==> src/rtl/hazard3_uart_dtm_tx.sv <==
// UART DTM transmitter: drains bytes from a valid/ready source and sends them as 8N1 frames.
// The bit period is clkdiv+1 clocks, latched per byte; consecutive bytes are sent without idle gaps.
`timescale 1ns/1ps
module hazard3_uart_dtm_tx #(
  parameter int DIV_WIDTH = 16
) (
  input  logic                 clk,
  input  logic                 rst_n,
  input  logic [DIV_WIDTH-1:0] clkdiv,
  input  logic [7:0]           din,
  input  logic                 din_vld,
  output logic                 din_rdy,
  output logic                 tx,
  output logic                 busy
);

  typedef enum logic [1:0] {
    S_IDLE,
    S_START,
    S_DATA,
    S_STOP
  } state_t;

  state_t               state, state_next;
  logic [7:0]           shift, shift_next;
  logic [DIV_WIDTH-1:0] div, div_next;
  logic [DIV_WIDTH-1:0] timer, timer_next;
  logic [2:0]           bit_idx, bit_idx_next;
  logic                 tx_next;
  logic                 busy_next;
  logic                 timer_done;
  logic                 accept;

  localparam logic [DIV_WIDTH-1:0] ONE = {{(DIV_WIDTH-1){1'b0}}, 1'b1};

  assign timer_done = (timer == '0);
  // Ready in the final stop-bit cycle lets the next start bit follow with no idle gap.
  assign din_rdy    = (state == S_IDLE) || ((state == S_STOP) && timer_done);
  assign accept     = din_vld && din_rdy;

  always_ff @(posedge clk or negedge rst_n) begin
    if (!rst_n) begin
      state   <= S_IDLE;
      shift   <= '0;
      div     <= '0;
      timer   <= '0;
      bit_idx <= '0;
      tx      <= 1'b1;
      busy    <= 1'b0;
    end else begin
      state   <= state_next;
      shift   <= shift_next;
      div     <= div_next;
      timer   <= timer_next;
      bit_idx <= bit_idx_next;
      tx      <= tx_next;
      busy    <= busy_next;
    end
  end

  always_comb begin
    state_next   = state;
    shift_next   = shift;
    div_next     = div;
    timer_next   = timer;
    bit_idx_next = bit_idx;
    tx_next      = tx;
    busy_next    = busy;

    case (state)
      S_IDLE: begin
        tx_next   = 1'b1;
        busy_next = 1'b0;
      end
      S_START: begin
        if (timer_done) begin
          state_next   = S_DATA;
          timer_next   = div;
          bit_idx_next = 3'd0;
          tx_next      = shift[0];
        end else begin
          timer_next = timer - ONE;
        end
      end
      S_DATA: begin
        if (timer_done) begin
          timer_next = div;
          if (bit_idx == 3'd7) begin
            state_next = S_STOP;
            tx_next    = 1'b1;
          end else begin
            bit_idx_next = bit_idx + 3'd1;
            shift_next   = {1'b0, shift[7:1]};
            tx_next      = shift[1];
          end
        end else begin
          timer_next = timer - ONE;
        end
      end
      S_STOP: begin
        if (timer_done) begin
          state_next = S_IDLE;
          busy_next  = 1'b0;
          tx_next    = 1'b1;
        end else begin
          timer_next = timer - ONE;
        end
      end
      default: begin
        state_next = S_IDLE;
        tx_next    = 1'b1;
        busy_next  = 1'b0;
      end
    endcase

    // Accept only happens in IDLE or at the end of STOP, so it cleanly overrides either.
    if (accept) begin
      state_next = S_START;
      shift_next = din;
      div_next   = clkdiv;
      timer_next = clkdiv;
      tx_next    = 1'b0;
      busy_next  = 1'b1;
    end
  end

endmodule

==> config.mk <==
export PLATFORM = sky130hd
export DESIGN_NAME = hazard3_uart_dtm_tx
export DESIGN_NICKNAME = d
export VERILOG_FILES = /design/src/rtl/hazard3_uart_dtm_tx.sv
export SDC_FILE = /design/constraint.sdc
export NUM_CORES = 1
export LEC_CHECK = 0
export BUFFER_PORTS_ARGS = -buffer_cell sky130_fd_sc_hd__buf_4
export CORE_ASPECT_RATIO = 1.75
export CORE_MARGIN = 4
export CORE_UTILIZATION = 50
export DETAILED_ROUTE_END_ITERATION = 8
export GPL_ROUTABILITY_DRIVEN = 0
export PLACE_DENSITY = 0.7
export SLEW_MARGIN = 0
export SYNTH_ARGS = -nofsm -noshare
export SYNTH_HDL_FRONTEND = slang
export SYNTH_SLANG_ARGS = --single-unit
==> constraint.sdc <==
create_clock -name clk -period 8.5 [get_ports clk]
set_clock_uncertainty 0.15 [all_clocks]
set_input_delay 1.7 -clock clk [delete_from_list [all_inputs] [get_ports clk]]
set_output_delay 1.7 -clock clk [all_outputs]
set_load 0.005 [all_outputs]
==> results.cfg, run 1 <==
[yosys]
synth_fa_ha_area_share_pct = 3.16
synth_top_area_cell = dfrtp_1
synthTopCellsByArea = dfrtp_1 (42%), nand2_1 (9.3%), nor2_1 (3.9%), ha_1 (3.2%), o21ai_0 (3.1%)
yosysUniqueCellTypes = 59
synth_compound_area_share_pct = 22.7
yosys.area_share.simple_pct = 24.2
mappedNetlistArea_sq_um = 2770
synth_top_family_by_area = simple AND/OR/NAND/NOR gates
synth_seq_cells = 47
ys.flop_type = dfrtp_1
ys_seq_area_share_pct = 42.5
yosys_warnings = 0
synth-async-reset-ratio_pct = 100
synth_edf_count = 0
synth_mux_area_share_pct = 1.17
synthCells = 321
syn_nets = 355
synth-xor-area-share_pct = 1.58
yosysTopAreaCellShare_pct = 41.5
avgSynthCellArea_sq_um = 8.63

[setup_path]
end_kind = output port
path_class = flop to output port
cp_max_fo = 8
critPathLaunchType = flop
r2r_end = timer[3]
crit_required_ns = 6.65
r2r-start = timer[7]
slowest_stage = or4_4
cp.arrival_ns = 2.67
crit_chain = or4_4, or4_4, nor2_1, nand2_1, nand2b_1, buf_4
critPathBufInv = 1
reg2reg_slack_ns = 5.20
reg2regPathDepth = 6
critical_path.most_common_cell = or4_4
startpoint = timer[7]
critical_path.max_stage_delay_ns = 0.60
path_delay_family = simple AND/OR/NAND/NOR gates

[place]
place_ws_ns = 4.36
hpwl_mm = 5.24
dpl.cell_count = 407
port_buffers = 29

[sta]
period_share_pct = 53.1
worst_slack_ns = 3.98
finalSetupTns_ns = 0
holdWs_ns = 0.326
slew_viol_final = 0
fmax_mhz = 221
rsz0062_at_grt = no
layout_min_cycle_time_ns = 4.52
finalHoldViolCount = 0
worst_pin_slew_ns = 0.992
slew-limit-headroom_pct = 33.4
setup_viol = 0

[global_route]
grt_max_degree = 48
grt_pass1_vias = 2575
grtUsageTotal_pct = 22.6
overflow = 0
grt_pass1_wl_mm = 12.2
antenna_found_initial = 0

[clock_tree]
clk_path_buf_depth = 2
clkSinkCount = 47
htree_levels = 2
path_clk_slew_ns = 0.09
hold_buffers = 0
cts_tree = done
clock_latency_ns = 0.31
cts_buffers = 5
post-cts-setup-buffer-count = 0
cts_root_buf = clkbuf_8
cts_resized = 0

[worst_hold_path]
min_from = div[9]
hold_end = div[9]
whs_path_depth = 2
hold_path.class = flop to flop

[cells_and_area]
mostFrequentLayoutCell = nand2_1
area_delta_synth_final_pct = 12.0
nets = 374
instances_no_fill = 415
fillers = 528
utilization_pct = 58.1
layout_common_cells = nand2_1 (69), dfrtp_1 (46), buf_4 (33)
antenna_cells = 0
drive_above_1_share_pct = 16.1

[routing]
antenna_left = 0
wl_per_cell_microns = 17.7
drtIter0Drc = 199
viasPerCell = 6.10
drcViolationCount = 0
dr.pass1.iters = 4
drt-total-wl_mm = 7.33
vias = 2533

[run_status]
outcome = finished clean

[power_and_ir_drop]
p_per_area_nw_per_um2 = 122
power.leakage_nw = 1.46
peakVddDrop_mv = 0.109

[die]
placementRows = 35
initial_core_util_pct = 51.9
die_h_microns = 106
ioPinCount = 30
die_w_microns = 64.3
die-area_sq_um = 6840
coreArea_sq_um = 5340

[run]
drv_cap = 0
[worst max-delay path by stage]
stage | endpoint | cells after the start
detailed placement | din_rdy | 6
global placement | din_rdy | 6
finish | din_rdy | 6
global route | din_rdy | 6
floorplan | din_rdy | 6
CTS | din_rdy | 6
[layout make-up]
class,count,area (sq um),area share (%)
multi-input cells,245,1470,47.3
flip-flops and latches,47,1180,37.9
repair buffers,33,248,7.98
well taps,74,92.6,2.98
clock buffers,5,68.8,2.22
inverters,8,30.0,0.967
clock inverters,3,18.8,0.605
[worst register-to-register path: cells and delay by family, from the launching register on]
family,cells,cell delay [ns]
flip-flops,1,0.45
buffers and inverters,1,0.36
AND/OR/NAND/NOR,2,1.20
AO/OA/AOI/OAI,3,1.05
[registers in the layout, summed over array words and instances, names as in the netlist]
register  cells
bit_idx       3
state         2
tx            1
timer        16
shift         8
busy          1
div          16
[stage by stage]
| stage | cell area [sq um] | power [mW] |
|---|---|---|
| 2_1_floorplan | 2770 | 0.228 |
| 3_3_place_gp | 3020 | 0.243 |
| 3_5_place_dp | 3020 | 0.243 |
| 4_1_cts | 3100 | 0.380 |
| 5_1_grt | 3100 | 0.390 |
| 6_report | 3100 | 0.379 |
[cells in the mapped netlist, types with 2 or more instances]
| master | count |
|---|---|
| nand2_1 | 69 |
| clkbuf_1 | 11 |
| nand3_1 | 10 |
| nor2_1 | 29 |
| o211ai_1 | 7 |
| a31oi_1 | 10 |
| o2111a_1 | 2 |
| a2111oi_0 | 3 |
| or4_4 | 2 |
| dfrtp_1 | 46 |
| xor2_1 | 3 |
| o2111ai_1 | 2 |
| a21o_1 | 2 |
| mux2_2 | 2 |
| buf_4 | 2 |
| a211oi_1 | 2 |
| a221o_1 | 3 |
| nand4_1 | 2 |
| o31a_1 | 2 |
| or3_1 | 4 |
| xnor2_1 | 2 |
| buf_2 | 6 |
| nand2b_1 | 6 |
| o21a_1 | 2 |
| o21ai_0 | 17 |
| ha_1 | 7 |
| a211oi_2 | 2 |
| a22o_1 | 4 |
| and3_1 | 2 |
| a32oi_1 | 2 |
| nor3_1 | 10 |
| nor2b_1 | 3 |
| inv_1 | 8 |
| nor4_1 | 4 |
| a22oi_1 | 2 |
| a221oi_1 | 3 |
| a21oi_1 | 6 |
[power breakdown]
part / leakage [nW] / total, mW / internal (mW) / switching (mW)
sequential: 0.586 / 0.223 / 0.223 / 0
clock: 0.0483 / 0.141 / 0.0581 / 0.0828
combinational: 0.822 / 0.0149 / 0.00773 / 0.00719
[logic make-up (layout without fill, tap and decap cells)]
group,Yosys count,after routing
AOI/OAI and AO/OA,83,83
xor gates and xnor gates,5,5
adders and majority gates,7,7
buffers and inverters,29,49
DFF,47,47
muxes,3,3
and+or+nand+nor,147,147
[layer usage]
metal	wire, microns	track usage (%)	part of all wire (%)	vias to the layer above
li1	-	-	-	1205
met5	0	0	0	-
met2	3770	38.8	51	102
met3	394	3.28	5.4	30
met1	2850	26.5	39	1196
met4	314	12.4	4.3	0
(Power assumes the default switching activity.)
==> run 2: changes to the inputs <==
ABC_AREA = 1   (was unset)
clock period = 4.3 ns   (was 8.5 ns; I/O delays follow)
==> run 2 against run 1 <==
Against the previous run: first-iteration DRC count fell by 55%; largest cell class unchanged; critical path depth rose by 1; cell area up 0.16%; critical path type unchanged; critical endpoint unchanged; via count decreased by 6.7%; highest routed layer unchanged.
==> results.cfg, run 2 <==
[run_status]
outcome = finished clean

[cells_and_area]
largestRegisters = div x16, timer x16, shift x8
fillers = 491
regArea_sq_um = 1180
instances_no_fill = 474
mostFrequentLayoutCell = nand2_1
nets = 433
layout_common_cells = nand2_1 (152), dfrtp_1 (46), nor2_1 (33)
multi_input_area_sq_um = 1370
antenna_cells = 0
drive_above_1_share_pct = 14.2
area_delta_synth_final_pct = 13.1

[sta]
setup_viol = 0
finalHoldViolCount = 0
holdWs_ns = 0.331
finalSetupTns_ns = 0
fmax_mhz = 371
rsz0062_at_grt = no
period_share_pct = 62.7
worst_slack_ns = 1.60
slew-limit-headroom_pct = 39.1
worst_pin_slew_ns = 0.911
slew_viol_final = 0
layout_min_cycle_time_ns = 2.70

[power_and_ir_drop]
internal_power_mw = 1.24
p_per_area_nw_per_um2 = 715
power.leakage_nw = 1.68
switching_power_mw = 0.983
power_frac_seq_pct = 36.8
clkPwrFrac_pct = 15.3
power_mw = 2.22
switching_share_pct = 44.2
peakVddDrop_mv = 0.399
comb_power_share_pct = 47.9

[routing]
vias = 2363
wl_per_cell_microns = 12.3
drtIter0Drc = 89
drcViolationCount = 0
drt-total-wl_mm = 5.83
viasPerCell = 4.99
antenna_left = 0
dr.pass1.iters = 4

[yosys]
synth_top_area_cell = dfrtp_1
ys.flop_type = dfrtp_1
synth_seq_cells = 47
yosysUniqueCellTypes = 27
avgSynthCellArea_sq_um = 7.35
synth-async-reset-ratio_pct = 100
synth_edf_count = 0
synthTopCellsByArea = dfrtp_1 (42%), nand2_1 (21%), nand3_1 (5.5%), nor2_1 (4.5%), inv_1 (4.4%)
yosys_warnings = 0
ys_seq_area_share_pct = 42.8
mappedNetlistArea_sq_um = 2750
syn_nets = 408
synth_most_common_cell = nand2_1
synth_common_cells = nand2_1 (152), dfrtp_1 (46), nor2_1 (33), inv_1 (32), nand3_1 (30)
yosysTopAreaCellShare_pct = 41.9
synthCells = 374

[clock_tree]
path_clk_slew_ns = 0.09
cts_tree = done
hold_buffers = 0
cts_root_buf = clkbuf_8
post-cts-setup-buffer-count = 0
clock_latency_ns = 0.30
cts_resized = 0
htree_levels = 2
clk_path_buf_depth = 2
clkSinkCount = 47
cts_buffers = 5

[die]
die-area_sq_um = 6790
ioPinCount = 30
die_w_microns = 64.1
placementRows = 35
die_h_microns = 106
initial_core_util_pct = 51.9
coreArea_sq_um = 5300

[global_route]
grt_pass1_vias = 2378
antenna_found_initial = 0
overflow = 0
grtUsageTotal_pct = 18.6
grt_pass1_wl_mm = 10.2
grt_max_degree = 48

[place]
port_buffers = 29
place_ws_ns = 1.64
dpl.cell_count = 466
hpwl_mm = 4.17

[setup_path]
path_class = flop to output port
cp.arrival_ns = 1.69
end_kind = output port
crit_required_ns = 3.29
critPathLaunchType = flop
cp_max_fo = 6

[run]
drv_cap = 0

[worst_hold_path]
hold_path.class = flop to flop
## run 2: changes by cell type after synthesis, sizes merged, moves of 6 or more
cell | before | now
a31oi | 10 | 0
nand3 | 10 | 33
inv | 8 | 33
nor3 | 10 | 0
nand2b | 6 | 0
nand2 | 69 | 156
clkbuf | 11 | 0
nor2 | 29 | 40
## run 2: cell families after synthesis
logic type	share of synthesized area (%)
AO/OA/AOI/OAI	8.47
AND/OR/NAND/NOR	36.3
adder cells (fa/ha/maj)	3.19
buffers and inverters	7.33
flip-flops	42.8
XOR/XNOR	1.91
## run 2: power by group through the flow
| stage | logic [mW] | registers [mW] | clock network (mW) |
|---|---|---|---|
| 2_1_floorplan | 0.875 | 0.782 | 0 |
| 5_1_grt | 1.25 | 0.843 | 0.367 |
| 3_5_place_dp | 1.08 | 0.825 | 0 |
| 3_3_place_gp | 1.05 | 0.818 | 0 |
| 6_report | 1.06 | 0.817 | 0.340 |
| 4_1_cts | 1.08 | 0.816 | 0.349 |
## run 2: layout make-up
| class | count | share of cell area [%] |
|---|---|---|
| inverter | 33 | 4.06 |
| clock buffer | 6 | 2.66 |
| tap | 74 | 2.98 |
| timing repair buffer | 30 | 7.24 |
| multi-input combinational | 282 | 44.1 |
| sequential | 47 | 37.9 |
| clock inverter | 2 | 1.13 |
## run 2: per-stage QoR
stage / cell area (sq um) / util (%)
2_1_floorplan: 2750 / -
3_3_place_gp: 2990 / 56.5
3_5_place_dp: 2990 / 56.5
4_1_cts: 3110 / 58.7
5_1_grt: 3110 / 58.7
6_report: 3110 / 58.7
## run 2: worst paths after layout
kind	from	to	slack [ns]	cells after the start
worst min register to register	div[13]	div[13]	0.33	2
worst min-delay path	div[13]	div[13]	0.33	2
min in group asynchronous	rst_n	shift[0]	0.42	1
max in group asynchronous	rst_n	timer[10]	3.17	1
worst max register to register	timer[0]	timer[5]	1.72	11
worst max-delay path	timer[0]	din_rdy	1.60	7
## run 2: critical path, stage by stage, from the launching register on
cell     delay (ns)
dfrtp_1        0.42
inv_1          0.09
ha_1           0.19
nand2_2        0.15
nor2_4         0.16
nand3_2        0.12
nand2_4        0.12
buf_4          0.12
## run 2: per-layer routing
layer	global-route usage, %	vias to the layer above	part of all wire, %
met2	34.3	34	54
met1	21.0	1084	41
met3	2.85	13	2.6
met5	0	-	0
met4	6.65	0	2.2
li1	-	1232	-
==> run 3: changes to the inputs <==
ABC_AREA = 0   (was 1)
clock period = 2.6 ns   (was 4.3 ns; I/O delays follow)
==> run 3 against run 2 <==
Against the previous run: the flow now finishes with violations (negative setup slack); combinational power fell by 95%; cell area rose by 13%; utilization rose by 7.2 points; non-clock buffer count rose by 52; die area rose by 0.74%; largest power group is now sequential cells; highest routed layer unchanged.
==> results.cfg, run 3 (synthesized netlist as in run 1, its figures left out) <==
[setup_path]
critPathLaunchType = flop
r2r-start = timer[9]
critical_path.most_common_cell = or4_4
path_class = flop to output port
cp_max_fo = 2
crit_required_ns = 1.93
path_delay_family = simple AND/OR/NAND/NOR gates
critical_path.max_stage_delay_ns = 0.54
startpoint = timer[9]
crit_chain = or4_4, or4_4, nor2_4, nand2_2, nand2b_1, buf_4
critPathBufInv = 1
cp.arrival_ns = 2.03
slowest_stage = or4_4
end_kind = output port

[cells_and_area]
mostFrequentLayoutCell = buf_4
area_delta_synth_final_pct = 27.0
nets = 423
instances_no_fill = 464
antenna_cells = 0
fillers = 468
drive_above_1_share_pct = 27.7
utilization_pct = 65.9
layout_common_cells = buf_4 (78), nand2_1 (67), dfrtp_1 (46)
largestRegisters = div x16, timer x16, shift x8
final_area_sq_um = 3520

[die]
initial_core_util_pct = 51.9
coreArea_sq_um = 5340
die_w_microns = 64.3
ioPinCount = 30
placementRows = 35
die-area_sq_um = 6840
die_h_microns = 106

[global_route]
grt_pass1_wl_mm = 12.6
grt_pass1_vias = 2624
grtUsageTotal_pct = 23.6
antenna_found_initial = 0
grt_max_degree = 48
overflow = 0

[power_and_ir_drop]
power.leakage_nw = 1.74
p_per_area_nw_per_um2 = 356
power_frac_seq_pct = 58.3
switching_power_mw = 0.305
power_mw = 1.25
internal_power_mw = 0.949
peakVddDrop_mv = 0.302
comb_power_share_pct = 3.9
switching_share_pct = 24.3
clkPwrFrac_pct = 37.8

[place]
placed_area_sq_um = 3300
port_buffers = 29
dpl.cell_count = 443
place_ws_ns = 0.000255
hpwl_mm = 5.75

[run_status]
violations = negative setup slack
outcome = complete, but fails checks

[sta]
layout_min_cycle_time_ns = 2.70
period_share_pct = 104
worst_pin_slew_ns = 0.613
finalSetupTns_ns = -0.711
slew-limit-headroom_pct = 59.1
rsz0062_at_grt = yes
setup_viol = 17
worst_slack_ns = -0.103
fmax_mhz = 370
holdWs_ns = 0.0474
slew_viol_final = 0
finalHoldViolCount = 0

[routing]
drtIter0Drc = 211
viasPerCell = 5.85
wl_per_cell_microns = 17.0
antenna_left = 0
vias = 2713
drcViolationCount = 0
dr.pass1.iters = 4
drt-total-wl_mm = 7.90

[clock_tree]
clk_path_buf_depth = 2
clock_latency_ns = 0.31
cts_tree = done
htree_levels = 2
cts_root_buf = clkbuf_8
clkSinkCount = 47
cts_buffers = 5
hold_buffers = 0
path_clk_slew_ns = 0.10

[run]
drv_cap = 0

[worst_hold_path]
hold_path.class = input pin to async pin
## run 3: cell count changes in the layout (fill, tap and decap cells not counted), sizes merged, moves of 4 or more
cell | before | now
nand2 | 156 | 69
buf | 30 | 82
inv | 33 | 9
nand3 | 33 | 10
nor2 | 40 | 29
a31oi | 0 | 10
nor3 | 0 | 10
nand2b | 0 | 6
nor4 | 0 | 5
o211ai | 12 | 7
a211oi | 0 | 4
o21ai | 13 | 17
or3 | 0 | 4
## run 3: what timing repair did
| item | 4_1_cts | 5_1_grt |
|---|---|---|
| endpoints found under the hold margin | 0 | 0 |
| resized for setup | 5 | 7 |
| setup endpoints to repair | 2 | 39 |
| pin swaps | 6 | 3 |
| gates cloned | 0 | 0 |
| setup buffers | 6 | 7 |
## run 3: worst reg2reg max path: stages, from the launching register on
cell,delay [ns]
dfrtp_1,0.38
or4_4,0.54
or4_4,0.47
buf_4,0.20
o31ai_4,0.31
buf_6,0.16
buf_6,0.10
buf_4,0.10
buf_4,0.10
nand2_1,0.04
o21ai_0,0.06
## run 3: final timing paths
kind / slack, ns / depth (start not counted) / to
hold / removal: 0.05 / 1 / bit_idx[2]
setup reg to reg: -0.08 / 10 / div[3]
max in group asynchronous: 1.82 / 1 / div[7]
min in group clk: 0.24 / 3 / shift[7]
hold reg to reg: 0.33 / 2 / div[7]
setup / recovery: -0.10 / 6 / din_rdy
## run 3: final cells by class
class | count | area (sq um) | share of cell area [%]
flip-flops and latches | 47 | 1180 | 33.4
repair buffers | 82 | 631 | 17.9
well taps | 74 | 92.6 | 2.63
clock buffers | 5 | 68.8 | 1.95
inverters | 8 | 30.0 | 0.853
multi-input cells | 245 | 1500 | 42.5
clock inverters | 3 | 23.8 | 0.675
## run 3: layer usage
| metal | routed length (microns) | global-route usage [%] |
|---|---|---|
| met3 | 310 | 3.17 |
| met4 | 350 | 13.5 |
| met2 | 4210 | 40.5 |
| met5 | 0 | 0 |
| met1 | 3020 | 27.6 |
## run 3: power groups by stage
stage	logic [mW]	clock network (mW)	registers (mW)
floorplan	0.000826	0	0.745
global placement	0.0497	0	0.745
detailed placement	0.0500	0	0.745
global route	0.0540	0.512	0.731
finish	0.0487	0.474	0.730
CTS	0.0501	0.483	0.730
